==> config.mk <==
export PLATFORM = sky130hd
export DESIGN_NAME = prio_interrupt_controller_flat
export DESIGN_NICKNAME = d
export VERILOG_FILES = /design/src/rtl/prio_interrupt_controller_if.sv /design/src/rtl/prio_interrupt_controller.sv /design/src/flat_wrapper.sv
export SDC_FILE = /design/constraint.sdc
export NUM_CORES = 2
export LEC_CHECK = 0
export ABC_CLOCK_PERIOD_IN_PS = 59100
export BUFFER_PORTS_ARGS = -buffer_cell sky130_fd_sc_hd__buf_2
export CAP_MARGIN = 20
export CELL_PAD_IN_SITES_DETAIL_PLACEMENT = 0
export CELL_PAD_IN_SITES_GLOBAL_PLACEMENT = 1
export CORE_UTILIZATION = 55
export CTS_CLUSTER_DIAMETER = 200
export DETAILED_ROUTE_END_ITERATION = 8
export PLACE_DENSITY_LB_ADDON = 0.12
export SKIP_LAST_GASP = 1
export SYNTH_ARGS = -nofsm -noshare
export SYNTH_HDL_FRONTEND = slang
export SYNTH_SLANG_ARGS = --single-unit
export TNS_END_PERCENT = 100
==> constraint.sdc <==
create_clock -name clk -period 59.1 [get_ports clk]
set_input_delay 2.955 -clock clk [delete_from_list [all_inputs] [get_ports clk]]
set_output_delay 2.955 -clock clk [all_outputs]
set_load 0.1 [all_outputs]
==> src/rtl/prio_interrupt_controller_if.sv <==
// Config bus plus core-side vector handshake of the priority interrupt controller.
// master = core/config agent side, slave = controller side.
interface prio_interrupt_controller_if #(
  parameter int unsigned INTERRUPT_LINES = 16,
  parameter int unsigned INTERRUPT_BITS  = $clog2(INTERRUPT_LINES),
  parameter int unsigned PC_WIDTH        = 32,
  parameter int unsigned NEST_DEPTH      = 4
);
  localparam int unsigned LEVEL_BITS = $clog2(NEST_DEPTH + 1);

  logic                      cfg_we;
  logic [1:0]                cfg_sel;
  logic [INTERRUPT_BITS-1:0] cfg_entry_id;
  logic [PC_WIDTH-1:0]       cfg_wdata;
  logic [PC_WIDTH-1:0]       cfg_rdata;
  logic                      signal_interrupt;
  logic [PC_WIDTH-1:0]       interrupt_PC;
  logic [INTERRUPT_BITS-1:0] signal_int_id;
  logic                      interrupt_ack;
  logic                      interrupt_serviced;
  logic                      in_service;
  logic [INTERRUPT_BITS-1:0] active_id;
  logic [LEVEL_BITS-1:0]     nest_level;

  modport master (
    output cfg_we, cfg_sel, cfg_entry_id, cfg_wdata, interrupt_ack, interrupt_serviced,
    input  cfg_rdata, signal_interrupt, interrupt_PC, signal_int_id, in_service, active_id,
           nest_level
  );

  modport slave (
    input  cfg_we, cfg_sel, cfg_entry_id, cfg_wdata, interrupt_ack, interrupt_serviced,
    output cfg_rdata, signal_interrupt, interrupt_PC, signal_int_id, in_service, active_id,
           nest_level
  );
endinterface

==> src/rtl/prio_interrupt_controller.sv <==
// Nesting, priority-preemptive interrupt controller: per-line config, edge/level pending,
// registered vector offer with ack handshake, and a bounded stack of active handlers.
module prio_interrupt_controller #(
  parameter int unsigned INTERRUPT_LINES = 16,
  parameter int unsigned INTERRUPT_BITS  = $clog2(INTERRUPT_LINES),
  parameter int unsigned PRIO_BITS       = 3,
  parameter int unsigned PC_WIDTH        = 32,
  parameter int unsigned NEST_DEPTH      = 4
) (
  input  logic                       clk,
  input  logic                       rst,
  input  logic [INTERRUPT_LINES-1:0] interrupt_id,
  prio_interrupt_controller_if.slave bus
);
  localparam int unsigned LEVEL_BITS = $clog2(NEST_DEPTH + 1);

  typedef logic [INTERRUPT_BITS-1:0] line_t;
  typedef logic [PRIO_BITS-1:0]      prio_t;
  typedef logic [LEVEL_BITS-1:0]     level_t;
  typedef logic [PC_WIDTH-1:0]       pc_t;

  localparam level_t DEPTH_MAX = LEVEL_BITS'(NEST_DEPTH);

  // Per-line configuration
  logic [INTERRUPT_LINES-1:0] mask_q;
  logic [INTERRUPT_LINES-1:0] mode_q;
  pc_t                        vector_q [INTERRUPT_LINES];
  prio_t                      prio_q   [INTERRUPT_LINES];

  // Pending / edge detection
  logic [INTERRUPT_LINES-1:0] prev_q;
  logic [INTERRUPT_LINES-1:0] edge_pend_q, edge_pend_d;
  logic [INTERRUPT_LINES-1:0] ack_clr;
  logic [INTERRUPT_LINES-1:0] pending;

  // Handler stack
  line_t  stk_id_q   [NEST_DEPTH];
  line_t  stk_id_d   [NEST_DEPTH];
  prio_t  stk_prio_q [NEST_DEPTH];
  prio_t  stk_prio_d [NEST_DEPTH];
  level_t level_q, level_d;
  level_t base;
  logic   pop, push;
  line_t  top_id;
  prio_t  top_prio;

  // Registered offer
  logic  offer_q, offer_d;
  line_t offer_id_q, offer_id_d;
  prio_t offer_prio_q, offer_prio_d;
  pc_t   offer_pc_q, offer_pc_d;
  logic  ack_ok;

  // Arbitration result
  logic  room;
  logic  win_valid;
  line_t win_id;
  prio_t win_prio;
  pc_t   win_pc;

  assign ack_ok = bus.interrupt_ack & offer_q;

  always_ff @(posedge clk or posedge rst) begin
    if (rst) begin
      mask_q <= '0;
      mode_q <= '0;
      for (int i = 0; i < INTERRUPT_LINES; i++) begin
        vector_q[i] <= '0;
        prio_q[i]   <= '0;
      end
    end else if (bus.cfg_we) begin
      for (int i = 0; i < INTERRUPT_LINES; i++) begin
        if (line_t'(i) == bus.cfg_entry_id) begin
          unique case (bus.cfg_sel)
            2'd0: mask_q[i]   <= bus.cfg_wdata[0];
            2'd1: vector_q[i] <= bus.cfg_wdata;
            2'd2: prio_q[i]   <= bus.cfg_wdata[PRIO_BITS-1:0];
            2'd3: mode_q[i]   <= bus.cfg_wdata[0];
          endcase
        end
      end
    end
  end

  always_comb begin
    bus.cfg_rdata = '0;
    for (int i = 0; i < INTERRUPT_LINES; i++) begin
      if (line_t'(i) == bus.cfg_entry_id) begin
        unique case (bus.cfg_sel)
          2'd0: bus.cfg_rdata[0]             = mask_q[i];
          2'd1: bus.cfg_rdata                = vector_q[i];
          2'd2: bus.cfg_rdata[PRIO_BITS-1:0] = prio_q[i];
          2'd3: bus.cfg_rdata[0]             = mode_q[i];
        endcase
      end
    end
  end

  // Edge lines latch a rising sample until acked; level lines follow the input directly.
  always_comb begin
    ack_clr = '0;
    for (int i = 0; i < INTERRUPT_LINES; i++) begin
      if (ack_ok && (line_t'(i) == offer_id_q)) ack_clr[i] = 1'b1;
    end
    edge_pend_d = (edge_pend_q & ~ack_clr) | (interrupt_id & ~prev_q & mode_q);
    pending     = (mode_q & edge_pend_q) | (~mode_q & interrupt_id);
  end

  always_ff @(posedge clk or posedge rst) begin
    if (rst) begin
      prev_q      <= '0;
      edge_pend_q <= '0;
    end else begin
      prev_q      <= interrupt_id;
      edge_pend_q <= edge_pend_d;
    end
  end

  always_comb begin
    top_id   = '0;
    top_prio = '0;
    for (int i = 0; i < NEST_DEPTH; i++) begin
      if ((level_q != '0) && (level_t'(i) == level_q - level_t'(1))) begin
        top_id   = stk_id_q[i];
        top_prio = stk_prio_q[i];
      end
    end
  end

  // Strict '>' on win_prio keeps the lowest index on ties.
  always_comb begin
    room      = level_q < DEPTH_MAX;
    win_valid = 1'b0;
    win_id    = '0;
    win_prio  = '0;
    win_pc    = '0;
    for (int i = 0; i < INTERRUPT_LINES; i++) begin
      if (pending[i] && mask_q[i] && room &&
          ((level_q == '0) || (prio_q[i] > top_prio)) &&
          (!win_valid || (prio_q[i] > win_prio))) begin
        win_valid = 1'b1;
        win_id    = line_t'(i);
        win_prio  = prio_q[i];
        win_pc    = vector_q[i];
      end
    end
  end

  always_comb begin
    offer_d      = win_valid & ~ack_ok;
    offer_id_d   = offer_d ? win_id : '0;
    offer_prio_d = offer_d ? win_prio : '0;
    offer_pc_d   = offer_d ? win_pc : '0;
  end

  always_ff @(posedge clk or posedge rst) begin
    if (rst) begin
      offer_q      <= 1'b0;
      offer_id_q   <= '0;
      offer_prio_q <= '0;
      offer_pc_q   <= '0;
    end else begin
      offer_q      <= offer_d;
      offer_id_q   <= offer_id_d;
      offer_prio_q <= offer_prio_d;
      offer_pc_q   <= offer_pc_d;
    end
  end

  // Pop first, then push at the resulting level: ack + serviced replaces the top.
  always_comb begin
    pop     = bus.interrupt_serviced && (level_q != '0);
    base    = pop ? level_q - level_t'(1) : level_q;
    push    = ack_ok && (base < DEPTH_MAX);
    level_d = push ? base + level_t'(1) : base;
    for (int i = 0; i < NEST_DEPTH; i++) begin
      stk_id_d[i]   = stk_id_q[i];
      stk_prio_d[i] = stk_prio_q[i];
      if (push && (level_t'(i) == base)) begin
        stk_id_d[i]   = offer_id_q;
        stk_prio_d[i] = offer_prio_q;
      end
    end
  end

  always_ff @(posedge clk or posedge rst) begin
    if (rst) begin
      level_q <= '0;
      for (int i = 0; i < NEST_DEPTH; i++) begin
        stk_id_q[i]   <= '0;
        stk_prio_q[i] <= '0;
      end
    end else begin
      level_q <= level_d;
      for (int i = 0; i < NEST_DEPTH; i++) begin
        stk_id_q[i]   <= stk_id_d[i];
        stk_prio_q[i] <= stk_prio_d[i];
      end
    end
  end

  assign bus.signal_interrupt = offer_q;
  assign bus.interrupt_PC     = offer_pc_q;
  assign bus.signal_int_id    = offer_id_q;
  assign bus.in_service       = (level_q != '0);
  assign bus.active_id        = top_id;
  assign bus.nest_level       = level_q;

endmodule

==> src/flat_wrapper.sv <==
// flat-port wrapper written by rule: the top's interface ports become plain ports
module prio_interrupt_controller_flat 
#(
  parameter int unsigned INTERRUPT_LINES = 16,
  parameter int unsigned INTERRUPT_BITS  = $clog2(INTERRUPT_LINES),
  parameter int unsigned PRIO_BITS       = 3,
  parameter int unsigned PC_WIDTH        = 32,
  parameter int unsigned NEST_DEPTH      = 4
)
  (clk, rst, interrupt_id, bus_cfg_we, bus_cfg_sel, bus_cfg_entry_id, bus_cfg_wdata, bus_interrupt_ack, bus_interrupt_serviced, bus_cfg_rdata, bus_signal_interrupt, bus_interrupt_PC, bus_signal_int_id, bus_in_service, bus_active_id, bus_nest_level);
  prio_interrupt_controller_if #(.INTERRUPT_LINES(INTERRUPT_LINES), .INTERRUPT_BITS(INTERRUPT_BITS), .PC_WIDTH(PC_WIDTH), .NEST_DEPTH(NEST_DEPTH)) bus_i ();
  input  logic clk;
  input  logic rst;
  input  logic [INTERRUPT_LINES-1:0] interrupt_id;
  input wire logic [$bits(bus_i.cfg_we)-1:0] bus_cfg_we;
  input wire logic [$bits(bus_i.cfg_sel)-1:0] bus_cfg_sel;
  input wire logic [$bits(bus_i.cfg_entry_id)-1:0] bus_cfg_entry_id;
  input wire logic [$bits(bus_i.cfg_wdata)-1:0] bus_cfg_wdata;
  input wire logic [$bits(bus_i.interrupt_ack)-1:0] bus_interrupt_ack;
  input wire logic [$bits(bus_i.interrupt_serviced)-1:0] bus_interrupt_serviced;
  output wire logic [$bits(bus_i.cfg_rdata)-1:0] bus_cfg_rdata;
  output wire logic [$bits(bus_i.signal_interrupt)-1:0] bus_signal_interrupt;
  output wire logic [$bits(bus_i.interrupt_PC)-1:0] bus_interrupt_PC;
  output wire logic [$bits(bus_i.signal_int_id)-1:0] bus_signal_int_id;
  output wire logic [$bits(bus_i.in_service)-1:0] bus_in_service;
  output wire logic [$bits(bus_i.active_id)-1:0] bus_active_id;
  output wire logic [$bits(bus_i.nest_level)-1:0] bus_nest_level;
  assign bus_i.cfg_we = bus_cfg_we;
  assign bus_i.cfg_sel = bus_cfg_sel;
  assign bus_i.cfg_entry_id = bus_cfg_entry_id;
  assign bus_i.cfg_wdata = bus_cfg_wdata;
  assign bus_i.interrupt_ack = bus_interrupt_ack;
  assign bus_i.interrupt_serviced = bus_interrupt_serviced;
  assign bus_cfg_rdata = bus_i.cfg_rdata;
  assign bus_signal_interrupt = bus_i.signal_interrupt;
  assign bus_interrupt_PC = bus_i.interrupt_PC;
  assign bus_signal_int_id = bus_i.signal_int_id;
  assign bus_in_service = bus_i.in_service;
  assign bus_active_id = bus_i.active_id;
  assign bus_nest_level = bus_i.nest_level;
  prio_interrupt_controller #(.INTERRUPT_LINES(INTERRUPT_LINES), .INTERRUPT_BITS(INTERRUPT_BITS), .PRIO_BITS(PRIO_BITS), .PC_WIDTH(PC_WIDTH), .NEST_DEPTH(NEST_DEPTH)) u_core (.clk(clk), .rst(rst), .interrupt_id(interrupt_id), .bus(bus_i));
endmodule
==> results.toml <==
[critical_path]
crit_path_end_kind = "flip-flop"
cp.arrival_ps = 35330
critPathTopFamily = "compound AO/OA/AOI/OAI gates"
worstPathRequired_ps = 59660
r2r_start = "u_core.bus.nest_level[0]"
reg2reg_to = "u_core.bus.interrupt_PC[31]"
max_stage_delay_ps = 1000
worst_path_max_delay_cell = "or2_2"
path_max_fanout = 73
path_common_cell = "ha_1"
cp_num_cells = 135
crit_buf_inv = 12
reg2reg_slack_ps = 24330
path_class = "flip-flop to flip-flop"
worst_setup_path_start_kind = "flip-flop"
worstRegToRegCells = 135

[floorplanning]
initial_core_util = 0.557
die_h_um = 263
rows = 95
core-area_mm2 = 0.0674
die_area_mm2 = 0.0693
ioPinCount = 136
die_width_um = 263

[logic_synthesis]
yosysMostFrequentCell = "dfrtp_1"
synth_ff_type = "dfrtp_1"
synth_async_sr_flop_share = 1.00
synth-edff-count = 0
synth.largest_area_cell = "dfrtp_1"
yosys-top-cells-count = "dfrtp_1, mux2_2, nand2_1, clkbuf_1, nor2_1"
ys_top_cells_by_area = "dfrtp_1, mux2_2, a22o_1, a221oi_1, ha_1"
syn_nets = 3568
synth-compound-area-share = 0.195
synth_top_family_by_area = "compound AO/OA/AOI/OAI gates"
synth_simple_gate_area_frac = 0.0866
syn_area_mm2 = 0.0375
synth-seq-cells = 695
synthAdderAreaFrac = 0.0313
synth.mux.area_fraction = 0.185
seq_area_frac_synth = 0.463
synth_top_cell_area_share = 0.463
synth_warnings = 0
syn_area_per_cell_um2 = 11.0
synthCells = 3424
synth_xor_area_frac = 0.000900
synth_cell_types = 92

[pwr]
power_frac_comb = 0.343
p_per_area_mw_per_mm2 = 40.5
pwr-share-seq = 0.368
peakVddDrop_v = 0.0000285
switchingPower_uw = 643
swShare = 0.382
internal-power_mw = 1.04
p_clk_frac = 0.289
p_leak_nw = 18.8

[routing]
drc = 0
drtPass1Iterations = 8
drt_iter0_drc = 4488
vias = 31698
wl_um = 142000
ant_nets = 0
via_per_inst = 7.29
wire_per_inst_um = 32.5

[place]
placedCellCount = 4207
io_buffers = 135
gp_congestion = 1.01
dp_hpwl_um = 87400

[sta]
hold_violations = 0
tns_ps = 0
fmax_ghz = 0.0288
finalWorstPathRequiredPeriod_ps = 34770
slew_viol_final = 0
post-route-period-util = 0.588
rsz0062_at_grt = "false"
max_slew.worst_pin.slew_ps = 1230
setup_viol = 0
slew_headroom = 0.178
fin_skew_ps = 31.1

[clock_tree]
path_clk_slew_ps = 60
cts_root_buf = "clkbuf_16"
cts.sinks = 695
cts_made_buffers = 78
cts_htree_levels = 3
clkLatencyLatePin_ps = 650
postCtsSetupBuffers = 0
hold_buffers = 0
clock_path_buffers = 3
cts_tree = "yes"
cts_resized = 0

[layout]
area_growth_pct = 10.8
num-fill-cells = 5421
instances_no_fill = 4351
drive_gt1_frac = 0.293
nets = 3562

[worst_hold_path]
worstHoldStart = "u_core.prev_q[15]"
min_path_cells = 1
worstHoldPathType = "flip-flop to flip-flop"
min_to = "u_core.edge_pend_q[15]"

[global_routing]
grt_antenna_before_repair = 2
overflow = 0
grt_max_degree = 153
grt_pass1_vias = 31303
grt_pass1_wl_um = 208000
grt_usage = 0.404

[job]
maxCapViolations = 0

[outcome]
outcome = "completed"
-- worst register-to-register path: cells and delay by family (launching register included) --
kind / cells / cell delay [ps]
adders and majority gates: 18 / 5750
AOI/OAI and AO/OA: 66 / 14450
muxes: 4 / 860
buffers and inverters: 12 / 4260
DFF: 1 / 400
and+or+nand+nor: 35 / 8970
-- cell usage in the layout (no fill, tap or decap), types with 45 or more instances in the layout --
| cell type | netlist | final |
|---|---|---|
| nand3_1 | 77 | 76 |
| nor2_1 | 208 | 188 |
| nand2_1 | 225 | 211 |
| a22oi_1 | 71 | 71 |
| o21ai_0 | 97 | 97 |
| o311a_1 | 64 | 64 |
| inv_1 | 58 | 57 |
| a221oi_1 | 133 | 133 |
| nor3_1 | 48 | 45 |
| a22o_1 | 145 | 145 |
| dfrtp_1 | 695 | 695 |
| buf_4 | 8 | 69 |
| mux2_2 | 598 | 598 |
| clkbuf_16 | 0 | 81 |
| a21oi_1 | 126 | 126 |
| buf_2 | 10 | 135 |
| ha_1 | 85 | 83 |
-- stage by stage --
step / hold slack, ps / utilization / area [um^2] / power (mW) / worst slack, ps
floorplan: 410 / - / 37500 / 1.01 / 32090
global placement: 421 / 0.578 / 38900 / 1.16 / 26090
detailed placement: 436 / 0.578 / 39000 / 1.18 / 24950
CTS: 450 / 0.616 / 41500 / 1.67 / 24860
global route: 480 / 0.617 / 41600 / 1.75 / 22460
finish: 456 / 0.617 / 41600 / 1.68 / 24330
-- registers in the layout, indices dropped and copies added (netlist names) --
register / flops
u_core.edge_pend_q: 16
u_core.vector_q: 512
u_core.mode_q: 16
u_core.prev_q: 16
u_core.stk_prio_q: 12
u_core.mask_q: 16
u_core.bus.signal_int_id: 4
u_core.stk_id_q: 16
u_core.bus.signal_interrupt: 1
u_core.prio_q: 48
u_core.offer_prio_q: 3
u_core.bus.interrupt_PC: 32
u_core.bus.nest_level: 3
-- worst max-delay path by stage --
| stage | start | end |
|---|---|---|
| global route | u_core.bus.nest_level[0] | u_core.bus.interrupt_PC[10] |
| global placement | u_core.bus.nest_level[0] | u_core.bus.interrupt_PC[24] |
| floorplan | u_core.bus.nest_level[0] | u_core.bus.interrupt_PC[0] |
| finish | u_core.bus.nest_level[0] | u_core.bus.interrupt_PC[31] |
| CTS | u_core.bus.nest_level[0] | u_core.bus.interrupt_PC[28] |
| detailed placement | u_core.bus.nest_level[0] | u_core.bus.interrupt_PC[28] |
-- layer usage --
metal  vias to the layer above  wire (um)  global-route usage
met5                         -         14                   0
met4                         2       7030               0.182
met3                       451      15200               0.106
met2                      1991      62600               0.608
met1                     16150      56800               0.547
li1                      13104          -                   -
-- cell type report --
class | count | area [um^2] | share of cell area
multi-input combinational | 2374 | 19000 | 0.457
clock buffer | 112 | 2280 | 0.0549
sequential | 695 | 17400 | 0.418
inverter | 59 | 229 | 0.00550
clock inverter | 26 | 250 | 0.00602
tap | 873 | 1090 | 0.0263
antenna | 2 | 5.00 | 0.000120
timing repair buffer | 210 | 1320 | 0.0318
-- cell families (layout without fill, tap and decap cells) --
group | count (synthesis) | count (layout)
compound gates | 955 | 955
simple gates | 703 | 703
flops | 695 | 695
mux | 617 | 617
buf+inv | 355 | 407
fa+ha+maj | 96 | 96
xor+xnor | 3 | 3
other cells | 0 | 2
-- power groups by stage --
stage               Combinational [mW]  Clock [mW]  Sequential (mW)
floorplan                        0.382           0            0.631
global placement                 0.541           0            0.620
detailed placement               0.559           0            0.623
CTS                              0.561       0.490            0.616
global route                     0.613       0.508            0.626
finish                           0.577       0.486            0.620
No activity file was read; power rests on OpenSTA's default activity.
